**config.mk**
```make
export PLATFORM = sky130hd
export DESIGN_NAME = mbtrain_point_test_rx
export DESIGN_NICKNAME = d
export VERILOG_FILES = /design/src/rtl/mbtrain_pkg.sv /design/src/rtl/mbtrain_pt_lfsr.sv /design/src/rtl/mbtrain_point_test_rx.sv
export SDC_FILE = /design/constraint.sdc
export NUM_CORES = 1
export LEC_CHECK = 0
export ABC_CLOCK_PERIOD_IN_PS = 3800
export CORE_MARGIN = 3
export CORE_UTILIZATION = 50
export CTS_CLUSTER_DIAMETER = 50
export DETAILED_ROUTE_END_ITERATION = 7
export GPL_TIMING_DRIVEN = 0
export HOLD_SLACK_MARGIN = 0.15
export PLACE_DENSITY = 0.77
export SLEW_MARGIN = 20
export SYNTH_ARGS = -nofsm -noshare
export SYNTH_HDL_FRONTEND = slang
export SYNTH_HIERARCHICAL = 1
export SYNTH_SLANG_ARGS = --single-unit
```
**constraint.sdc**
```tcl
create_clock -name clk -period 3.8 [get_ports clk]
set_input_delay 0.38 -clock clk [delete_from_list [all_inputs] [get_ports clk]]
set_output_delay 0.38 -clock clk [all_outputs]
set_load 0.02 [all_outputs]
```
**src/rtl/mbtrain_pkg.sv**
```systemverilog
// Shared types and constants for the MBTRAIN receiver point-test engine.
package mbtrain_pkg;

  typedef enum logic [2:0] {
    ST_IDLE      = 3'd0,
    ST_WAIT_SYNC = 3'd1,
    ST_COMPARE   = 3'd2,
    ST_EVAL      = 3'd3,
    ST_DONE      = 3'd4
  } state_t;

  localparam logic [7:0]  VALID_FRAME_PATTERN = 8'hF0;
  // x^16+x^14+x^13+x^11+1 -> taps at bits 15,13,12,10
  localparam logic [15:0] LFSR_TAP_MASK = 16'hB400;

  function automatic logic [15:0] lfsr_next(input logic [15:0] cur);
    return {cur[14:0], ^(cur & LFSR_TAP_MASK)};
  endfunction

endpackage

```
**src/rtl/mbtrain_pt_lfsr.sv**
```systemverilog
// Seedable 16-bit Fibonacci LFSR producing the per-lane reference pattern.
module mbtrain_pt_lfsr
  import mbtrain_pkg::*;
#(
  parameter logic [15:0] SEED = 16'hACE1
) (
  input  logic        clk,
  input  logic        rst,
  input  logic        load,
  input  logic        advance,
  output logic [15:0] lfsr
);

  always_ff @(posedge clk) begin
    if (rst || load) begin
      lfsr <= SEED;
    end else if (advance) begin
      lfsr <= lfsr_next(lfsr);
    end
  end

endmodule

```
**src/rtl/mbtrain_point_test_rx.sv**
```systemverilog
// MBTRAIN RX point test: syncs on valid, compares 16 lanes to the LFSR, reports pass vector.
//   state     | meaning
//   IDLE      | results held, waiting for i_en
//   WAIT_SYNC | waiting for first valid pulse (that cycle is compare cycle 0)
//   COMPARE   | per-lane error accumulation and valid framing check
//   EVAL      | one cycle to latch results
//   DONE      | o_ack high until i_en falls
module mbtrain_point_test_rx
  import mbtrain_pkg::*;
#(
  parameter int          COMPARE_CYCLES = 4096,
  parameter int          ERR_THRESHOLD  = 16,
  parameter int          SYNC_TIMEOUT   = 8192,
  parameter logic [15:0] LFSR_SEED      = 16'hACE1
) (
  input  logic        clk,
  input  logic        rst,
  input  logic        i_en,
  input  logic [15:0] i_rx_data,
  input  logic        i_rx_valid,
  output logic        o_ack,
  output logic [15:0] o_lanes_result,
  output logic        o_valid_framing_error
);

  localparam int CMP_W = $clog2(COMPARE_CYCLES);
  localparam int ERR_W = $clog2(ERR_THRESHOLD + 1);
  localparam int TO_W  = $clog2(SYNC_TIMEOUT);

  localparam logic [CMP_W-1:0] CMP_LAST = CMP_W'(COMPARE_CYCLES - 1);
  localparam logic [TO_W-1:0]  TO_LAST  = TO_W'(SYNC_TIMEOUT - 1);
  localparam logic [ERR_W-1:0] ERR_SAT  = ERR_W'(ERR_THRESHOLD);

  state_t            state, state_next;
  logic              start, cmp_fire, to_tick, to_expire, eval;
  logic [CMP_W-1:0]  cmp_cnt;
  logic [TO_W-1:0]   to_cnt;
  logic [ERR_W-1:0]  err_cnt [16];
  logic              framing_err, sync_timeout;
  logic [15:0]       lfsr;
  logic              exp_valid;
  logic [15:0]       lane_pass;

  mbtrain_pt_lfsr #(.SEED(LFSR_SEED)) u_lfsr (
    .clk     (clk),
    .rst     (rst),
    .load    (start),
    .advance (cmp_fire),
    .lfsr    (lfsr)
  );

  // Framing phase is the low three bits of the compare count.
  assign exp_valid = VALID_FRAME_PATTERN[3'd7 - cmp_cnt[2:0]];
  assign o_ack     = (state == ST_DONE);

  always_comb begin
    lane_pass = '0;
    for (int i = 0; i < 16; i++) begin
      lane_pass[i] = (err_cnt[i] < ERR_SAT);
    end
  end

  always_ff @(posedge clk) begin
    if (rst) begin
      state <= ST_IDLE;
    end else begin
      state <= state_next;
    end
  end

  // Dropping i_en anywhere outside IDLE wins over every other transition.
  always_comb begin
    state_next = state;
    start      = 1'b0;
    cmp_fire   = 1'b0;
    to_tick    = 1'b0;
    to_expire  = 1'b0;
    eval       = 1'b0;
    case (state)
      ST_IDLE: begin
        if (i_en) begin
          start      = 1'b1;
          state_next = ST_WAIT_SYNC;
        end
      end
      ST_WAIT_SYNC: begin
        if (!i_en) begin
          state_next = ST_IDLE;
        end else if (i_rx_valid) begin
          cmp_fire   = 1'b1;
          state_next = ST_COMPARE;
        end else if (to_cnt == TO_LAST) begin
          to_expire  = 1'b1;
          state_next = ST_EVAL;
        end else begin
          to_tick = 1'b1;
        end
      end
      ST_COMPARE: begin
        if (!i_en) begin
          state_next = ST_IDLE;
        end else begin
          cmp_fire = 1'b1;
          if (cmp_cnt == CMP_LAST) begin
            state_next = ST_EVAL;
          end
        end
      end
      ST_EVAL: begin
        if (!i_en) begin
          state_next = ST_IDLE;
        end else begin
          eval       = 1'b1;
          state_next = ST_DONE;
        end
      end
      ST_DONE: begin
        if (!i_en) begin
          state_next = ST_IDLE;
        end
      end
      default: state_next = ST_IDLE;
    endcase
  end

  always_ff @(posedge clk) begin
    if (rst) begin
      cmp_cnt               <= '0;
      to_cnt                <= '0;
      framing_err           <= 1'b0;
      sync_timeout          <= 1'b0;
      o_lanes_result        <= '0;
      o_valid_framing_error <= 1'b0;
      for (int i = 0; i < 16; i++) begin
        err_cnt[i] <= '0;
      end
    end else begin
      if (start) begin
        cmp_cnt               <= '0;
        to_cnt                <= '0;
        framing_err           <= 1'b0;
        sync_timeout          <= 1'b0;
        o_lanes_result        <= '0;
        o_valid_framing_error <= 1'b0;
        for (int i = 0; i < 16; i++) begin
          err_cnt[i] <= '0;
        end
      end
      if (to_tick) begin
        to_cnt <= to_cnt + 1'b1;
      end
      if (to_expire) begin
        sync_timeout <= 1'b1;
      end
      if (cmp_fire) begin
        cmp_cnt <= cmp_cnt + 1'b1;
        if (i_rx_valid != exp_valid) begin
          framing_err <= 1'b1;
        end
        for (int i = 0; i < 16; i++) begin
          if ((i_rx_data[i] != lfsr[i]) && (err_cnt[i] != ERR_SAT)) begin
            err_cnt[i] <= err_cnt[i] + 1'b1;
          end
        end
      end
      if (eval) begin
        if (sync_timeout) begin
          o_lanes_result        <= '0;
          o_valid_framing_error <= 1'b1;
        end else begin
          o_lanes_result        <= lane_pass;
          o_valid_framing_error <= framing_err;
        end
      end
    end
  end

endmodule

```
==> impl_metrics.tcl <==
set metrics [dict create \
    status "finished clean" \
    slowest_delay_ns 0.66 \
    power.density_mw_per_mm2 436.9 \
    path_clk_slew_ns 0.06 \
    post_dp_cell_area_mm2 0.007954 \
    ctsHoldBuffers 0 \
    synth_area_mm2 0.007358 \
    hold_class "register to register" \
    relSlewSlack 0.2711 \
    setup-violations-final 0 \
    start_util 0.5200 \
    crit_path_top_delay_cell "a211oi_4" \
    start_kind "primary input" \
    ys_ff_latch 143 \
    syn-num-nets 786 \
    nNetsFinal 842 \
    synth-async-reset-ratio 0 \
    dieHeight_um 127.3 \
    ant_nets 0 \
    place_congestion 0.8568 \
    synthMuxAreaShare 0.02602 \
    timing.fmax_ghz 0.3714 \
    path_class "primary input to register" \
    drive_above_1_share 0.07615 \
    cp-end-kind "register" \
    synthAdderAreaFrac 0.05781 \
    ys_seq_area_frac 0.4911 \
    cp_cell_sequence "clkdlybuf4s50_1, nand3b_4, a211oi_4, o311ai_0, nand2_1" \
    p_switching_mw 0.9359 \
    final_area_mm2 0.008497 \
    hpwl_um 10980 \
    vias_per_cell 5.626 \
    crit_path_max_fanout 10 \
    synthSimpleGateAreaFrac 0.1821 \
    dieArea_mm2 0.01621 \
    drc 0 \
    arrival_ns 2.80 \
    grt_start_max_net_pins 17 \
    hold_viol 0 \
    place.port_buffers 37 \
    p_int_mw 2.776 \
    firstDrtPassIters 5 \
    h-tree-depth 4 \
    multi_input_area_mm2 0.003342 \
    syn_inst 732 \
    switching_share 0.2521 \
    cts_made_buffers 17 \
    drt-initial-drc-count 344 \
    grt_pass1_wl_um 25910 \
    timing.hold.ws_ns 0.4842 \
    cts.path.max_buffers 2 \
    cp.required_ns 3.91 \
    ios 38 \
    tns_ns 0 \
    drv_slew 0 \
    synth_top_family_by_area "simple AND/OR/NAND/NOR gates" \
    grt_usage 0.1998 \
    pwr-share-clk 0.413 \
    power.leakage_nw 3.142 \
    yosysWarningCount 6 \
    postCtsSetupRepairBufs 0 \
    synth_compound_area_frac 0.1029 \
    fillers 1145 \
    gr-total-overflow 0 \
    final.setup_skew_ns 0.008113 \
    wl_um 15560 \
    cts_root_buf "clkbuf_16" \
    synth-edff-count 75 \
    yosys.area_share.xor_xnor 0.08536 \
    utilization 0.6005 \
    p_seq_frac 0.484 \
    synth_top_area_frac 0.3061 \
    grt_pass1_vias 5458 \
    p_comb_frac 0.103 \
    vias 5519 \
    peakVddDrop_v 0.0003110 \
    placementRows 43 \
    clk_latency_ns 0.42 \
    synth_flop_cell "edfxtp_1" \
    regArea_mm2 0.003613 \
    yosysUniqueCellTypes 71 \
    diodes 0 \
    synth_top_cell_by_area "edfxtp_1" \
    cts.repair.resized 0 \
    avgSynthCellArea_um2 10.05 \
    fin_crit_ns 2.692 \
    antenna_found_initial 0 \
    die_w_um 127.3 \
    clock_sinks 143 \
    rsz0062_at_grt "false" \
    yosys-top-cells-area "edfxtp_1 (31%), dfxtp_1 (19%), nor2_1 (5.8%)" \
    tightest_slew_ns 1.080 \
    finalCritPeriodShare 0.7085 \
    cts_tree "done" \
    wl_per_cell_um 15.86 \
    maxCapViolations 0 \
    core_mm2 0.01415 \
    syn2layout_area_growth_pct 15.47 \
]
flip-flops by register name, summed over array words and instances (netlist names):
| signal | flops |
|---|---|
| err_cnt | 80 |
| o_lanes_result | 16 |
| u_lfsr/lfsr | 16 |
| to_cnt | 13 |
| cmp_cnt | 12 |
| state | 3 |
| framing_err | 1 |
| o_valid_framing_error | 1 |
| sync_timeout | 1 |
worst max-delay path, delay by kind of cell:
kind | cells | cell delay (ns)
AND/OR/NAND/NOR | 2 | 0.57
buffers and inverters | 1 | 0.64
AO/OA/AOI/OAI | 2 | 1.20
cells by family after synthesis:
logic type,Yosys count
AO/OA/AOI/OAI,97
XOR/XNOR,70
adder cells (fa/ha/maj),34
buffers and inverters,95
flip-flops,143
multiplexers,19
AND/OR/NAND/NOR,274
synth_stat cells, types with 15 or more instances:
cell type  count
mux2i_1       18
ha_1          34
inv_1         70
a21oi_1       15
nand3_1       48
dfxtp_1       68
edfxtp_1      75
nor2_1       114
xor2_1        31
xnor2_1       37
a22oi_1       16
nand2_1       46
power by group through the flow:
stage / registers, mW / clock network, mW / logic (mW)
after global placement: 1.82 / 0 / 0.362
final: 1.80 / 1.53 / 0.383
after global routing: 1.81 / 1.62 / 0.426
after CTS: 1.80 / 1.56 / 0.383
after detailed placement: 1.83 / 0 / 0.379
after floorplan: 1.81 / 0 / 0.269
per-layer routing:
metal | global-route usage | wire [um] | up-vias | part of all wire
li1 | - | - | 2686 | -
met1 | 0.2461 | 6793 | 2642 | 0.44
met2 | 0.3311 | 7559 | 152 | 0.49
met3 | 0.04264 | 733 | 39 | 0.047
met4 | 0.1022 | 469 | 0 | 0.030
met5 | 0 | 0 | - | 0
cell usage in the layout (no fill, tap or decap), drive strengths merged, types with 6 or more instances in the layout:
cell           instances
nor2                 115
mux2i                 18
dfxtp                 68
nand4                 10
nand2                 46
inv                   70
xnor2                 39
clkinv                10
o21ai                 11
buf                   12
xor2                  31
a311oi                 6
clkdlybuf4s50         37
o311ai                 9
nor4                   6
a21oi                 15
or3                    6
o31ai                  7
nand3                 48
clkbuf                32
ha                    34
edfxtp                75
nand2b                 8
a22oi                 16
area by class of cell:
type / count / share of cell area
clock buffer: 20 / 0.05257
clock inverter: 12 / 0.01134
buffer: 24 / 0.01605
sequential: 143 / 0.4253
tap: 180 / 0.02651
inverter: 71 / 0.03137
timing repair buffer: 37 / 0.04359
multi-input combinational: 494 / 0.3933
final timing paths:
| path | start | end | slack [ns] | cells after the start |
|---|---|---|---|---|
| worst min-delay path | to_cnt[12]$_SDFFE_PP0P_ | to_cnt[12]$_SDFFE_PP0P_ | 0.48 | 2 |
| worst max register to register | state[0]$_SDFFE_PP0P_ | err_cnt[0][20]$_SDFFCE_PN0P_ | 1.22 | 4 |
| worst max-delay path | i_rx_valid | err_cnt[0][20]$_SDFFCE_PN0P_ | 1.11 | 5 |
| worst min register to register | to_cnt[12]$_SDFFE_PP0P_ | to_cnt[12]$_SDFFE_PP0P_ | 0.48 | 2 |
metrics by stage:
step           worst slack (ns)  std cells  total power [mW]
3_5_place_dp             0.7193        949             2.206
6_report                  1.108        981             3.712
3_3_place_gp             0.7628        949             2.180
4_1_cts                   1.126        981             3.735
2_1_floorplan             1.896        732             2.077
5_1_grt                   1.015        981             3.859
No activity file was read; power rests on OpenSTA's default activity.
